## src/rtl/proc_spi_loader.sv

```systemverilog
// Host-side serial loader/runner for the tiny processor's uio pins: shifts
// 12-bit {data, addr} frames LSB-first, launches runs and waits for DONE.
module proc_spi_loader #(
    parameter int                   GAP_CYCLES = 1,
    parameter int                   TIMEOUT_W  = 16,
    parameter logic [TIMEOUT_W-1:0] TIMEOUT    = 16'hFFFF
) (
    input  logic                 clk,
    input  logic                 rst_n,
    input  logic                 cmd_valid,
    output logic                 cmd_ready,
    input  logic [1:0]           cmd_type,
    input  logic [3:0]           cmd_addr,
    input  logic [7:0]           cmd_data,
    output logic [1:0]           sel_out,
    output logic                 mosi_out,
    input  logic                 proc_done_in,
    output logic                 run_done_out,
    output logic                 timeout_out,
    output logic [TIMEOUT_W-1:0] run_cycles_out
);
    localparam int         GW        = $clog2(GAP_CYCLES + 1);
    localparam logic [1:0] CMD_ILOAD = 2'b00;
    localparam logic [1:0] CMD_DLOAD = 2'b01;
    localparam logic [1:0] CMD_RUN   = 2'b10;

    typedef enum logic [2:0] {IDLE, SHIFT, GAP, RUN_START, RUN_BUSY} state_t;
    state_t state, state_nxt;

    logic [11:0]          frame;
    logic [3:0]           bit_cnt;
    logic [GW-1:0]        gap_cnt;
    logic                 is_dload;
    logic [TIMEOUT_W-1:0] tmo_cnt;
    logic                 accept, in_run, last_bit, gap_end, done_hit, tmo_hit;

    assign accept   = cmd_valid & cmd_ready;
    assign in_run   = (state == RUN_START) || (state == RUN_BUSY);
    assign last_bit = (bit_cnt == 4'd11);
    assign gap_end  = (gap_cnt == GW'(GAP_CYCLES - 1));
    assign done_hit = (state == RUN_BUSY) && proc_done_in;
    // Run states last at most TIMEOUT cycles counted from the accept edge.
    assign tmo_hit  = in_run && (tmo_cnt == TIMEOUT - 1'b1);

    always_ff @(posedge clk or negedge rst_n) begin
        if (!rst_n) state <= IDLE;
        else        state <= state_nxt;
    end

    always_comb begin
        state_nxt = state;
        cmd_ready = 1'b0;
        sel_out   = 2'b00;
        mosi_out  = 1'b0;
        unique case (state)
            IDLE: begin
                cmd_ready = 1'b1;
                if (cmd_valid) begin
                    if (cmd_type == CMD_ILOAD || cmd_type == CMD_DLOAD) state_nxt = SHIFT;
                    else if (cmd_type == CMD_RUN)                       state_nxt = RUN_START;
                    else                                                state_nxt = GAP;
                end
            end
            SHIFT: begin
                sel_out  = is_dload ? 2'b10 : 2'b01;
                mosi_out = frame[0];
                if (last_bit) state_nxt = GAP;
            end
            GAP: begin
                if (gap_end) state_nxt = IDLE;
            end
            RUN_START: begin
                sel_out = 2'b11;
                if (tmo_hit)            state_nxt = GAP;
                else if (!proc_done_in) state_nxt = RUN_BUSY;
            end
            RUN_BUSY: begin
                // sel must drop the cycle after DONE or the core restarts
                sel_out = 2'b11;
                if (proc_done_in || tmo_hit) state_nxt = GAP;
            end
            default: state_nxt = IDLE;
        endcase
    end

    always_ff @(posedge clk or negedge rst_n) begin
        if (!rst_n) begin
            frame          <= '0;
            bit_cnt        <= '0;
            gap_cnt        <= '0;
            is_dload       <= 1'b0;
            tmo_cnt        <= '0;
            run_cycles_out <= '0;
            run_done_out   <= 1'b0;
            timeout_out    <= 1'b0;
        end else begin
            run_done_out <= done_hit;
            timeout_out  <= tmo_hit && !done_hit;
            gap_cnt      <= (state == GAP) ? gap_cnt + 1'b1 : '0;

            if (accept) begin
                frame    <= {cmd_data, cmd_addr};
                is_dload <= (cmd_type == CMD_DLOAD);
            end else if (state == SHIFT) begin
                frame   <= frame >> 1;
                bit_cnt <= last_bit ? 4'd0 : bit_cnt + 4'd1;
            end

            // run_cycles counts every run-state cycle with DONE low, saturating.
            if (accept && cmd_type == CMD_RUN) begin
                tmo_cnt        <= '0;
                run_cycles_out <= '0;
            end else if (in_run) begin
                tmo_cnt <= tmo_cnt + 1'b1;
                if (!proc_done_in && run_cycles_out != '1)
                    run_cycles_out <= run_cycles_out + 1'b1;
            end
        end
    end
endmodule

```

## config.mk

```make
export PLATFORM = sky130hd
export DESIGN_NAME = proc_spi_loader
export DESIGN_NICKNAME = d
export VERILOG_FILES = /design/src/rtl/proc_spi_loader.sv
export SDC_FILE = /design/constraint.sdc
export NUM_CORES = 1
export LEC_CHECK = 0
export ABC_AREA = 1
export CORE_MARGIN = 3
export CORE_UTILIZATION = 25
export DETAILED_ROUTE_END_ITERATION = 8
export PLACE_DENSITY = 0.39
export SYNTH_ARGS = -nofsm -noshare
export SYNTH_HDL_FRONTEND = slang
export SYNTH_SLANG_ARGS = --single-unit
```

## constraint.sdc

```tcl
create_clock -name clk -period 2 [get_ports clk]
set_clock_uncertainty 0.2 [all_clocks]
set_input_delay 0.4 -clock clk [delete_from_list [all_inputs] [get_ports clk]]
set_output_delay 0.4 -clock clk [all_outputs]
set_load 0.1 [all_outputs]
```

==> summary.md, run 1 <==
| Metric | Value |
|---|---|
| Status | finished, final reports clean |
| Req. time, crit path | 1.40 ns |
| Via Count | 3044 |
| Drt drc | 0 |
| Top-level port count | 40 |
| Syn Nets | 456 |
| Setup_tns | 0 ns |
| Die area | 14100 µm² |
| Largest family of logic cells by synthesized area | simple AND/OR/NAND/NOR gates |
| Nature of the critical path endpoint | output pin |
| CTS tree | built |
| Clk pin slew, worst setup/hold paths | 0.07 ns |
| Area grow syn2layout | 42.4% |
| Ys Warns | 0 |
| Cell Area, Synth | 3180 µm² |
| Diode count | 0 |
| Power Density | 1240 nW/µm² |
| First-pass GRT wire length | 14800 µm |
| Unique masters post-synth | 31 |
| XOR/XNOR Fraction of Synth Area | 1.93% |
| Fillcell total | 1320 |
| DRT antenna net count | 0 |
| Worst Path Buf+Inv | 3 |
| Die width | 119 µm |
| Crit-path slowest cell | dfrtp_2 |
| Worst path max stage delay | 0.45 ns |
| Reg area | 1410 µm² |
| Maximum vdd drop | 0.000906 V |
| Clock Latency Late Sink | 0.31 ns |
| Routed length per instance | 13.0 µm |
| Post-synthesis sequential element count | 55 |
| CTS Buffer Depth | 2 |
| Via/cell ratio | 4.54 |
| GRT Util Overall | 13.0% |
| Finished Layout Cells | 671 |
| Final setup vio count | 0 |
| HPWL after detailed placement | 6590 µm |
| Detailed Routing Iterations Pass 1 | 4 |
| Critical Path AT | 1.39 ns |
| Setup WS post-layout | 0.00503 ns |
| Hold path depth | 1 |
| Max-slew violations | 0 |
| Crit path max-delay family | flip-flops |
| RD Place Congestion | 0.833 |
| Vias in the first global route | 2947 |
| WS Path Type | flip-flop to output pin |
| Clock root buffer | clkbuf_16 |
| Post-synthesis adder-cell area fraction | 1.57% |
| Worst rel slew slack | 67.8% |
| Pin count of the biggest net entering global routing | 56 |
| Routed wire length | 8720 µm |
| Initial antenna violation count | 0 |
| Fin nets | 524 |
| Worst R2R Path Depth | 7 |
| Worst r2r src | run_cycles_out[4] |
| Hold slack | 0.236 ns |
| Placed Instance Area | 4250 µm² |
| Initial Util | 26.1% |
| Register area share after synthesis | 43.3% |
| Synth Area in Simple Gates | 30.8% |
| Post-synthesis average cell area | 7.33 µm² |
| Area of the multi-input gates | 1600 µm² |
| Place WS | -0.105 ns |
| Port Buf Inserts | 39 |
| Critical path cell sequence | inv_2 > nand3_2 > nand2_4 > inv_4 > o21ai_4 > buf_12 |
| Fin crit share | 99.7% |
| Asr flop ratio synth | 100% |
| R2R Setup Slk | 0.12 ns |
| Share of layout cells above drive strength 1 | 20.5% |
| Placed Instances | 657 |
| Measured slew at the worst slew-check pin | 0.479 ns |
| Hold crit path type | flip-flop to flip-flop |
| Max-Cap Viols | 0 |
| Post-Syn Instances | 434 |
| Hold endpoint | gap_cnt |
| Synth Area in Compound Gates | 13.5% |
| CTS Sinks | 55 |
| Unrepaired setup endpoints after global routing | true |
| Final non-filler cell area | 4530 µm² |
| Worst-path fanout max | 6 |
| First DRT Iteration DRCs | 118 |
| CP Depth | 6 |
| DIE HEIGHT | 119 µm |
| Hold Vio Cnt, Final | 0 |
| Reg2reg end | run_cycles_out[2] |
| Critical hold path startpoint | gap_cnt |
| Static Leak | 2.01 nW |
| CTS Buf Count | 5 |
| Placeable Area | 12200 µm² |
| Mux share of post-synthesis cell area | 0% |
| Period minus WS final | 1.99 ns |
| CTS H-tree depth | 2 |
| Synth Flop Type | dfrtp_1 |
| Crit start category | flip-flop |
| EDFF count, synth | 0 |
| Grt ovf | 0 |
| Row count | 40 |
| Maximum clock frequency | 0.501 GHz |
how the worst max path moves through the flow:
stage | startpoint | endpoint | slack [ns]
after floorplan | state[2] | sel_out[0] | -0.03
after global placement | cmd_type[0] | run_cycles_out[13] | -0.10
after detailed placement | cmd_type[0] | run_cycles_out[13] | -0.11
after CTS | state[2] | sel_out[0] | -0.02
after global routing | state[2] | sel_out[0] | -0.07
final | state[2] | sel_out[0] | 0.005
state kept, by name, indices dropped and copies added (netlist names):
register / count
timeout_out: 1
run_done_out: 1
is_dload: 1
frame: 12
state: 3
gap_cnt: 1
tmo_cnt: 16
run_cycles_out: 16
bit_cnt: 4
repair_timing:
action / 4_1_cts / 5_1_grt
pin swaps: 2 / 1
resized for setup: 8 / 1
endpoints found under the hold margin: 55 / 0
hold buffers: 1 / 0
setup buffers: 4 / 1
setup endpoints to repair: 4 / 17
synth_stat cells (2+ instances only):
library cell / instances / share of area, %
a21oi_1: 9 / 1.4
buf_2: 4 / 0.63
buf_6: 2 / 0.71
clkbuf_1: 3 / 0.35
dfrtp_1: 55 / 43
ha_1: 4 / 1.6
inv_1: 58 / 6.8
inv_2: 3 / 0.35
nand2_1: 95 / 11
nand2_2: 3 / 0.59
nand2_4: 2 / 0.71
nand3_1: 39 / 6.1
nand4_1: 15 / 2.9
nor2_1: 50 / 5.9
nor2_4: 3 / 1.1
nor3_1: 10 / 1.6
o21ai_0: 53 / 8.3
o21ai_1: 3 / 0.47
o21bai_1: 5 / 1.2
o31ai_1: 2 / 0.47
xor2_1: 6 / 1.7
worst register-to-register path, stage by stage (launching register included):
cell     delay [ns]
dfrtp_4        0.48
nand4_1        0.24
nor2_4         0.22
nand2_2        0.10
nand2_1        0.16
nand2_2        0.15
a21oi_1        0.16
nor2_1         0.05
kinds of logic after synthesis:
kind of cell / count (synthesis)
simple gates: 220
compound gates: 78
buf+inv: 70
flops: 55
xor+xnor: 7
fa+ha+maj: 4
placed cells by master (no fill, tap or decap), types with 5 or more instances in the layout:
master,netlist,final
nand2_1,95,94
nor2_1,50,48
dfrtp_1,55,37
a21oi_1,9,9
buf_12,0,25
nor2_4,3,5
xor2_1,6,6
inv_1,58,56
clkdlybuf4s50_1,0,16
dfrtp_4,0,6
nand3_1,39,37
clkbuf_16,0,5
nor3_1,10,10
o21bai_1,5,5
buf_4,0,27
o21ai_0,53,51
nand4_1,15,15
dfrtp_2,0,12
per-layer routing:
| metal | global-route usage (%) | share of wire, % | vias to the layer above |
|---|---|---|---|
| li1 | - | - | 1553 |
| met1 | 18.3 | 49 | 1429 |
| met2 | 19.8 | 45 | 55 |
| met3 | 2.37 | 3.7 | 7 |
| met4 | 4.78 | 1.5 | 0 |
| met5 | 0 | 0 | - |
power breakdown:
part / internal (W) / switching (W) / total (W)
Sequential: 0.00143 / 0.000270 / 0.00170
Combinational: 0.00102 / 0.00173 / 0.00275
Clock: 0.000718 / 0.000441 / 0.00116
Total: 0.00317 / 0.00244 / 0.00561
cell type report:
type	count	share of cell area (%)
multi-input combinational	309	35.4
timing repair buffer	70	19.4
clock inverter	3	1.49
sequential	55	31.2
tap	168	4.64
clock buffer	5	2.76
inverter	61	5.11
through the flow:
step           util (%)  power [W]
2_1_floorplan         -    0.00345
3_3_place_gp       34.8    0.00439
3_5_place_dp       34.8    0.00438
4_1_cts            36.9    0.00566
5_1_grt            37.1    0.00600
6_report           37.1    0.00561
Power figures use the tool's default switching activity.
==> run 2: changes to the inputs <==
--- a/config.mk
+++ b/config.mk
@@ -6,10 +6,12 @@
 export NUM_CORES = 1
 export LEC_CHECK = 0
 export ABC_AREA = 1
+export CELL_PAD_IN_SITES_DETAIL_PLACEMENT = 1
+export CELL_PAD_IN_SITES_GLOBAL_PLACEMENT = 2
 export CORE_MARGIN = 3
 export CORE_UTILIZATION = 25
 export DETAILED_ROUTE_END_ITERATION = 8
-export PLACE_DENSITY = 0.39
+export PLACE_DENSITY = 0.65
 export SYNTH_ARGS = -nofsm -noshare
 export SYNTH_HDL_FRONTEND = slang
 export SYNTH_SLANG_ARGS = --single-unit
==> constraint.sdc (replaced) <==
create_clock -name clk -period 1.8 [get_ports clk]
set_clock_uncertainty 0.2 [all_clocks]
set_input_delay 0.36 -clock clk [delete_from_list [all_inputs] [get_ports clk]]
set_output_delay 0.36 -clock clk [all_outputs]
set_load 0.1 [all_outputs]
==> summary.md, run 2 (synthesized netlist as in run 1, its figures left out) <==
| Metric | Value |
|---|---|
| Status | finished with violations |
| Failing checks | setup timing |
| CTS H-tree depth | 2 |
| Top-level port count | 40 |
| Routed wire length | 10000 µm |
| Setup WS post-layout | -0.171 ns |
| Highest Signal Layer | met4 |
| Routed length per instance | 14.3 µm |
| Detailed Routing Iterations Pass 1 | 4 |
| Reg2reg end | run_cycles_out[13] |
| First DRT Iteration DRCs | 83 |
| Fin nets | 554 |
| Reg area | 1420 µm² |
| Via Count | 3205 |
| Vias in the first global route | 3302 |
| Critical path cell sequence | inv_2 > buf_4 > buf_6 > nand2_8 > clkinvlp_4 > buf_12 |
| Grt ovf | 0 |
| Met1 wire length | 4890 µm |
| Most frequent cells in the layout | 91 x nand2_1, 55 x inv_1, 46 x buf_4 |
| Diode count | 0 |
| Unrepaired setup endpoints after global routing | true |
| Area of the multi-input gates | 1750 µm² |
| Power Density | 1310 nW/µm² |
| Pin count of the biggest net entering global routing | 56 |
| Static Leak | 2.23 nW |
| Hold crit path type | flip-flop to flip-flop |
| Hold endpoint | gap_cnt |
| Critical hold path startpoint | gap_cnt |
| Largest regs | run_cycles_out x16, tmo_cnt x16, frame x12 |
| Worst rel slew slack | 77.7% |
| Crit path launch | state[2] |
| Die width | 119 µm |
| Hold Vio Cnt, Final | 0 |
| Area grow syn2layout | 55.4% |
| RD Place Congestion | 0.776 |
| Nature of the critical path endpoint | output pin |
| WS Path Type | flip-flop to output pin |
| Clk pin slew, worst setup/hold paths | 0.07 ns |
| Commonest non-fill, non-tap cell in the layout | nand2_1 |
| Worst r2r src | state[2] |
| Row count | 40 |
| Final non-filler cell area | 4940 µm² |
| Setup_tns | -1.57 ns |
| GRT Util Overall | 14.1% |
| Crit-path slowest cell | dfrtp_1 |
| Max-Cap Viols | 0 |
| Initial antenna violation count | 0 |
| Maximum clock frequency | 0.507 GHz |
| CTS Sinks | 55 |
| Hold path depth | 1 |
| Worst path max stage delay | 0.43 ns |
| Req. time, crit path | 1.24 ns |
| Measured slew at the worst slew-check pin | 0.332 ns |
| Critical Path AT | 1.41 ns |
| Share of layout cells above drive strength 1 | 29.1% |
| Period minus WS final | 1.97 ns |
| Maximum vdd drop | 0.00178 V |
| Met3 WL | 238 µm |
| CTS tree | built |
| Met2 WL post-DR | 4800 µm |
| Worst-path fanout max | 4 |
| Crit start category | flip-flop |
| HPWL after detailed placement | 7220 µm |
| Die area | 14100 µm² |
| Place WS | -0.312 ns |
| CTS Buffer Depth | 2 |
| Port Buf Inserts | 39 |
| Clock Latency Late Sink | 0.30 ns |
| Fin crit share | 110% |
| Drt drc | 0 |
| Final setup vio count | 33 |
| Fillcell total | 1492 |
| DRT antenna net count | 0 |
| Max-slew violations | 0 |
| DIE HEIGHT | 119 µm |
| CTS Buf Count | 5 |
| Placed Instance Area | 4430 µm² |
| Worst R2R Path Depth | 10 |
| Placeable Area | 12200 µm² |
| Via/cell ratio | 4.57 |
| First-pass GRT wire length | 16300 µm |
| Clock root buffer | clkbuf_16 |
| Initial Util | 26.1% |
| R2R Setup Slk | -0.09 ns |
## run 2: timing repair
item,CTS,global route
gates cloned,0,4
hold endpoints to repair,55,0
gates resized for setup,12,47
hold buffers,1,0
endpoints found under the setup margin,18,44
buffers inserted,10,4
pin swaps,6,9
## run 2: where the power goes
part	internal, W	switching (W)	total, W
Sequential	0.00159	0.000242	0.00183
Combinational	0.00145	0.00215	0.00360
Clock	0.000523	0.000505	0.00103
Total	0.00356	0.00290	0.00646
## run 2: critical path: cells and delay by family, from the launching register on
family	cells	cell delay [ns]
AND/OR/NAND/NOR	1	0.07
buffers and inverters	5	0.61
flip-flops	1	0.43
## run 2: stage by stage
stage	utilization, %	total power, W	instances	hold WS [ns]
after detailed placement	36.3	0.00504	675	0.195
after floorplan	-	0.00387	434	-0.136
after global routing	40.5	0.00694	701	0.242
after CTS	38.7	0.00635	694	0.233
final	40.5	0.00646	701	0.227
after global placement	36.3	0.00500	675	0.196
## run 2: worst max path at each step
stage | to | cells after the start
after floorplan | sel_out[0] | 5
after global placement | run_cycles_out[13] | 6
after detailed placement | run_cycles_out[13] | 6
after CTS | sel_out[1] | 6
after global routing | sel_out[1] | 6
final | cmd_ready | 6
## run 2: final cells by class
class / instances / share of cell area (%)
Inverter: 61 / 4.81
Clock buffer: 5 / 2.53
Sequential cell: 55 / 28.8
Multi-Input combinational cell: 310 / 35.3
Timing Repair Buffer: 99 / 23.8
Clock inverter: 3 / 0.506
Tap cell: 168 / 4.25
## run 2: layer usage
layer | up-vias | GRT usage, %
met2 | 34 | 23.2
li1 | 1618 | -
met3 | 7 | 2.14
met1 | 1546 | 19.4
met4 | 0 | 3.48
met5 | - | 0
==> RTL change 1, RTL diff (flow settings as in run 1) <==
`TIMEOUT`: 16'hFFFF -> 16'h8000.
--- a/src/rtl/proc_spi_loader.sv
+++ b/src/rtl/proc_spi_loader.sv
@@ -5,3 +5,3 @@
     parameter int                   TIMEOUT_W  = 16,
-    parameter logic [TIMEOUT_W-1:0] TIMEOUT    = 16'hFFFF
+    parameter logic [TIMEOUT_W-1:0] TIMEOUT    = 16'h8000
 ) (
Function: same outputs for any inputs over 10 cycles, from zero or initial values and one cycle with rst_n low; that may be too few to reach the edited logic, so the function may still have changed.
==> RTL change 1 against run 1 <==
- core utilization up 0.64 points
- routed wire length down 7.1%
- via count down 7.1%
- maximum frequency up 0.86%
- critical path depth unchanged
- cell area down 2.8%
- setup slack better by 0.017 ns
- area after synthesis down 4.4%
- sequential share of layout area up 0.69 points
- synthesized cell count down 8.3%
- sequential cell count unchanged
- total power up 0.39%
==> RTL change 1: results (changes against run 1) <==
[status]
status=finished, final reports clean

[timing]
fin_crit_ns=1.98  ; -0.0170 ns

[route]
post_drt_via_cell_ratio=4.62  ; +1.7%
drtIter0Drc=94  ; -20%
wl_mm=8.10  ; -7.1%

[yosys]
synth_common_cells=nand2_1 (80), dfrtp_1 (55), inv_1 (50), o21ai_0 (50), nor2_1 (43)
synth_seq_area_share_pct=45.2  ; +2.0 points
synthTopCellsByArea=dfrtp_1 (45%), nand2_1 (9.9%), o21ai_0 (8.2%), inv_1 (6.2%), nor2_1 (5.3%)
syn_inst=398  ; -8.3%

[grt]
grtUsageTotal_pct=12.9  ; -0.055 points
grt_pass1_vias=2812  ; -4.6%
use_met2_pct=20.1  ; +0.35 points
gr-usage-met3_pct=2.28  ; -0.094 points
met1_usage_pct=18.4  ; +0.027 points
grt_pass1_wl_mm=14.0  ; -5.2%

[layout]
layout-drive-gt1-share_pct=25.7  ; +5.3 points
fin_cells=613  ; -8.6%
fill_cells=1219  ; -7.7%
final_nets=490  ; -6.5%

[critical_path]
slowest_delay_ns=0.47  ; +0.02 ns
ff2ff_setup_slack_ns=0.10  ; -0.02 ns
r2r_end=tmo_cnt[12]
crit_start=state[1]
crit_fanout=5  ; -1

[place]
placed_cells=597  ; -9.1%
dp.final_hpwl_mm=6.02  ; -8.7%
dp_slack_ns=-0.0210  ; +0.0845 ns

[power_and_ir_drop]
vdd_drop_max_mv=1.28  ; +41%
leakage_nw=1.93  ; -3.9%
p_sw_mw=2.49  ; +2.3%

[RTL change 1: per-stage QoR]
stage | utilization [%] | power (mW)
final | 37.7 | 5.63
after global routing | 37.7 | 6.01
after CTS | 37.0 | 5.66
after detailed placement | 35.0 | 4.50
after global placement | 35.0 | 4.49
after floorplan | - | 3.50
[RTL change 1: how the worst min path moves through the flow]
stage / start / end / slack, ns / depth (start not counted)
global route: gap_cnt / gap_cnt / 0.24 / 1
finish: gap_cnt / gap_cnt / 0.22 / 1
global placement: gap_cnt / gap_cnt / 0.21 / 1
CTS: gap_cnt / gap_cnt / 0.23 / 1
floorplan: rst_n / bit_cnt[0] / -0.1 / 0
detailed placement: gap_cnt / gap_cnt / 0.22 / 1
[RTL change 1: cells by family after synthesis]
group	count (synthesis)	synth area share, %
XOR/XNOR	6	1.73
flip-flops	55	45.2
adder cells (fa/ha/maj)	3	1.23
AO/OA/AOI/OAI	76	13.5
buffers and inverters	64	8.47
AND/OR/NAND/NOR	194	29.8
[RTL change 1: metal layers]
layer / part of all wire [%] / vias up
met5: 0 / -
met2: 45 / 45
met1: 50 / 1322
met3: 3.1 / 8
met4: 1.2 / 0
li1: - / 1454
[RTL change 1: final cells by class]
cell class / instances / area share (%)
Inverter: 55 / 4.86
Tap cell: 143 / 4.07
Multi-Input combinational cell: 279 / 34.6
Sequential cell: 55 / 31.9
Timing Repair Buffer: 73 / 20.6
Clock buffer: 6 / 3.16
Clock inverter: 2 / 0.796
[RTL change 1: worst max-delay path: cells and delay by family (launching register included)]
kind / cells / cell delay [ns]
simple gates: 3 / 0.31
buf+inv: 2 / 0.24
compound gates: 1 / 0.07
flops: 1 / 0.47
[RTL change 1: power by group through the flow]
stage	combinational (mW)	clock (mW)	sequential, mW
after floorplan	1.36	0	2.15
after global placement	2.78	0	1.71
after detailed placement	2.79	0	1.72
after CTS	2.88	1.08	1.70
after global routing	3.15	1.11	1.75
final	2.88	1.04	1.71
[RTL change 1: repair_timing]
action,CTS,global route
setup endpoints to repair,3,27
hold buffers,1,0
buffers inserted,5,2
pin swaps,5,2
endpoints found under the hold margin,55,0
gates resized for setup,6,21
==> RTL change 2, RTL diff (settings of run 1) <==
Without the edit above. Register the output `timeout_out` once more, cleared by the reset; this adds one clock of latency there. The other outputs are not delayed to match.
--- a/src/rtl/proc_spi_loader.sv
+++ b/src/rtl/proc_spi_loader.sv
@@ -27,2 +27,4 @@
     typedef enum logic [2:0] {IDLE, SHIFT, GAP, RUN_START, RUN_BUSY} state_t;
+
+    logic timeout_s0;
     state_t state, state_nxt;
@@ -94,6 +96,6 @@
             run_done_out   <= 1'b0;
-            timeout_out    <= 1'b0;
+            timeout_s0     <= 1'b0;
         end else begin
             run_done_out <= done_hit;
-            timeout_out  <= tmo_hit && !done_hit;
+            timeout_s0   <= tmo_hit && !done_hit;
             gap_cnt      <= (state == GAP) ? gap_cnt + 1'b1 : '0;
@@ -119,2 +121,10 @@
     end
+    always_ff @(posedge clk or negedge rst_n) begin
+        if (!rst_n) begin
+            timeout_out <= '0;
+        end else begin
+            timeout_out <= timeout_s0;
+        end
+    end
+
 endmodule
Check against the original RTL: same outputs for any inputs over 10 cycles, from zero or initial values and one cycle with rst_n low; that may be too few to reach the edited logic, so the function may still have changed.
==> RTL change 2 against run 1 <==
- routed wire length shrank 2.9%
- maximum frequency grew 0.88%
- sequential cell count grew 1
- cell count grew 0.60%
- area after synthesis grew 0.20%
- sequential share of layout area shrank 0.41 points
- total power grew 0.13%
- die area grew 0.19%
- non-clock buffer count grew 15
- cell area grew 2.4%
- sequential power shrank 5%
- critical path depth is the same
- setup slack gained 0.017 ns
- largest power group unchanged
==> RTL change 2: results (changes against run 1) <==
[status]
status=finished, final reports clean

[route]
vias=2987  ; -1.9%
drtIter0Drc=125  ; +5.9%

[grt]
grtUsageTotal_pct=12.1  ; -0.81 points
grt_pass1_vias=2882  ; -2.2%
grt_pass1_wl_mm=14.2  ; -3.8%
grt_max_degree=57  ; +1.8%

[power_and_ir_drop]
vdd_drop_max_mv=1.62  ; +79%
leakage_nw=2.08  ; +3.2%
p_sw_mw=2.35  ; -3.4%

[clock_tree]
cts_setup_buffers=11  ; +7
clockBufferDepth=2  ; unchanged
clkLatencyLatePin_ns=0.29  ; -0.02 ns

[yosys]
synth_seq_area_share_pct=44.0  ; +0.70 points
avgSynthCellArea_um2=7.55  ; +3.0%
syn-num-nets=444  ; -2.6%
synthTopCellsByArea=dfrtp_1 (44%), nand2_1 (10%), o21ai_0 (7.5%), inv_1 (6.4%), nand3_1 (5.7%)
synth.distinct_cells=33  ; +6.5%
synth_common_cells=nand2_1 (87), dfrtp_1 (56), inv_1 (54)

[timing]
slew_viol_final=0  ; unchanged
timing.slew.headroom_pct=72.9  ; +5.1 points

[layout]
layout-drive-gt1-share_pct=24.9  ; +4.4 points
fin_cells=675  ; +0.60%
final_nets=528  ; +0.76%

[place]
placed_cells=652  ; -0.76%
port-buffer-count=39  ; unchanged
dp_slack_ns=-0.119  ; -0.0140 ns
dp.final_hpwl_mm=6.05  ; -8.2%
place_area_mm2=0.00429  ; +1.0%

[critical_path]
crit_fanout=4  ; -2

==> RTL change 2: cell types whose count changed in the layout (fill, tap and decap cells not counted), sizes merged, moves of 2 or more <==
cell / before / now
nand2: 100 / 93
nor3: 10 / 7
buf: 53 / 68
inv: 61 / 58
a31oi: 1 / 3
==> RTL change 2: worst paths after layout <==
| check | start | cells after the start | to | slack [ns] |
|---|---|---|---|---|
| max | state[1] | 6 | sel_out[0] | 0.02 |
| min | timeout_s0 | 0 | timeout_out | 0.14 |
| max reg2reg | state[1] | 10 | run_cycles_out[0] | 0.13 |
| min reg2reg | timeout_s0 | 0 | timeout_out | 0.14 |
| max in group asynchronous | rst_n | 3 | run_cycles_out[1] | 0.87 |
| min in group asynchronous | rst_n | 3 | tmo_cnt[11] | 0.44 |
==> RTL change 2: cells by family after synthesis <==
kind of cell               count (synthesis)  synth area share, %
DFF                                       56                 44.0
adders and majority gates                  4                 1.57
AOI/OAI and AO/OA                         78                 13.6
buffers and inverters                     68                 8.67
and+or+nand+nor                          209                 30.3
xor gates and xnor gates                   7                 1.92
==> RTL change 2: metal layers <==
layer / track usage, % / share of wire [%] / vias up
met1: 16.6 / 50 / 1368
met5: 0 / 0 / -
met4: 3.11 / 1.1 / 0
met2: 19.6 / 45 / 61
li1: - / - / 1551
met3: 2.56 / 4.7 / 7
==> RTL change 2: final cells by class <==
type,instances,area (µm²)
fillers,1268,7620
multi-input cells,299,1600
flip-flops and latches,56,1430
repair buffers,85,982
inverters,59,229
well taps,168,210
clock buffers,6,129
clock inverters,2,60.1
==> RTL change 2: power by group through the flow <==
stage	logic, mW	registers, mW	clock network (mW)
floorplan	1.41	2.01	0
global placement	2.69	1.64	0
detailed placement	2.69	1.64	0
CTS	2.85	1.63	1.18
global route	3.13	1.65	1.23
finish	2.87	1.61	1.13
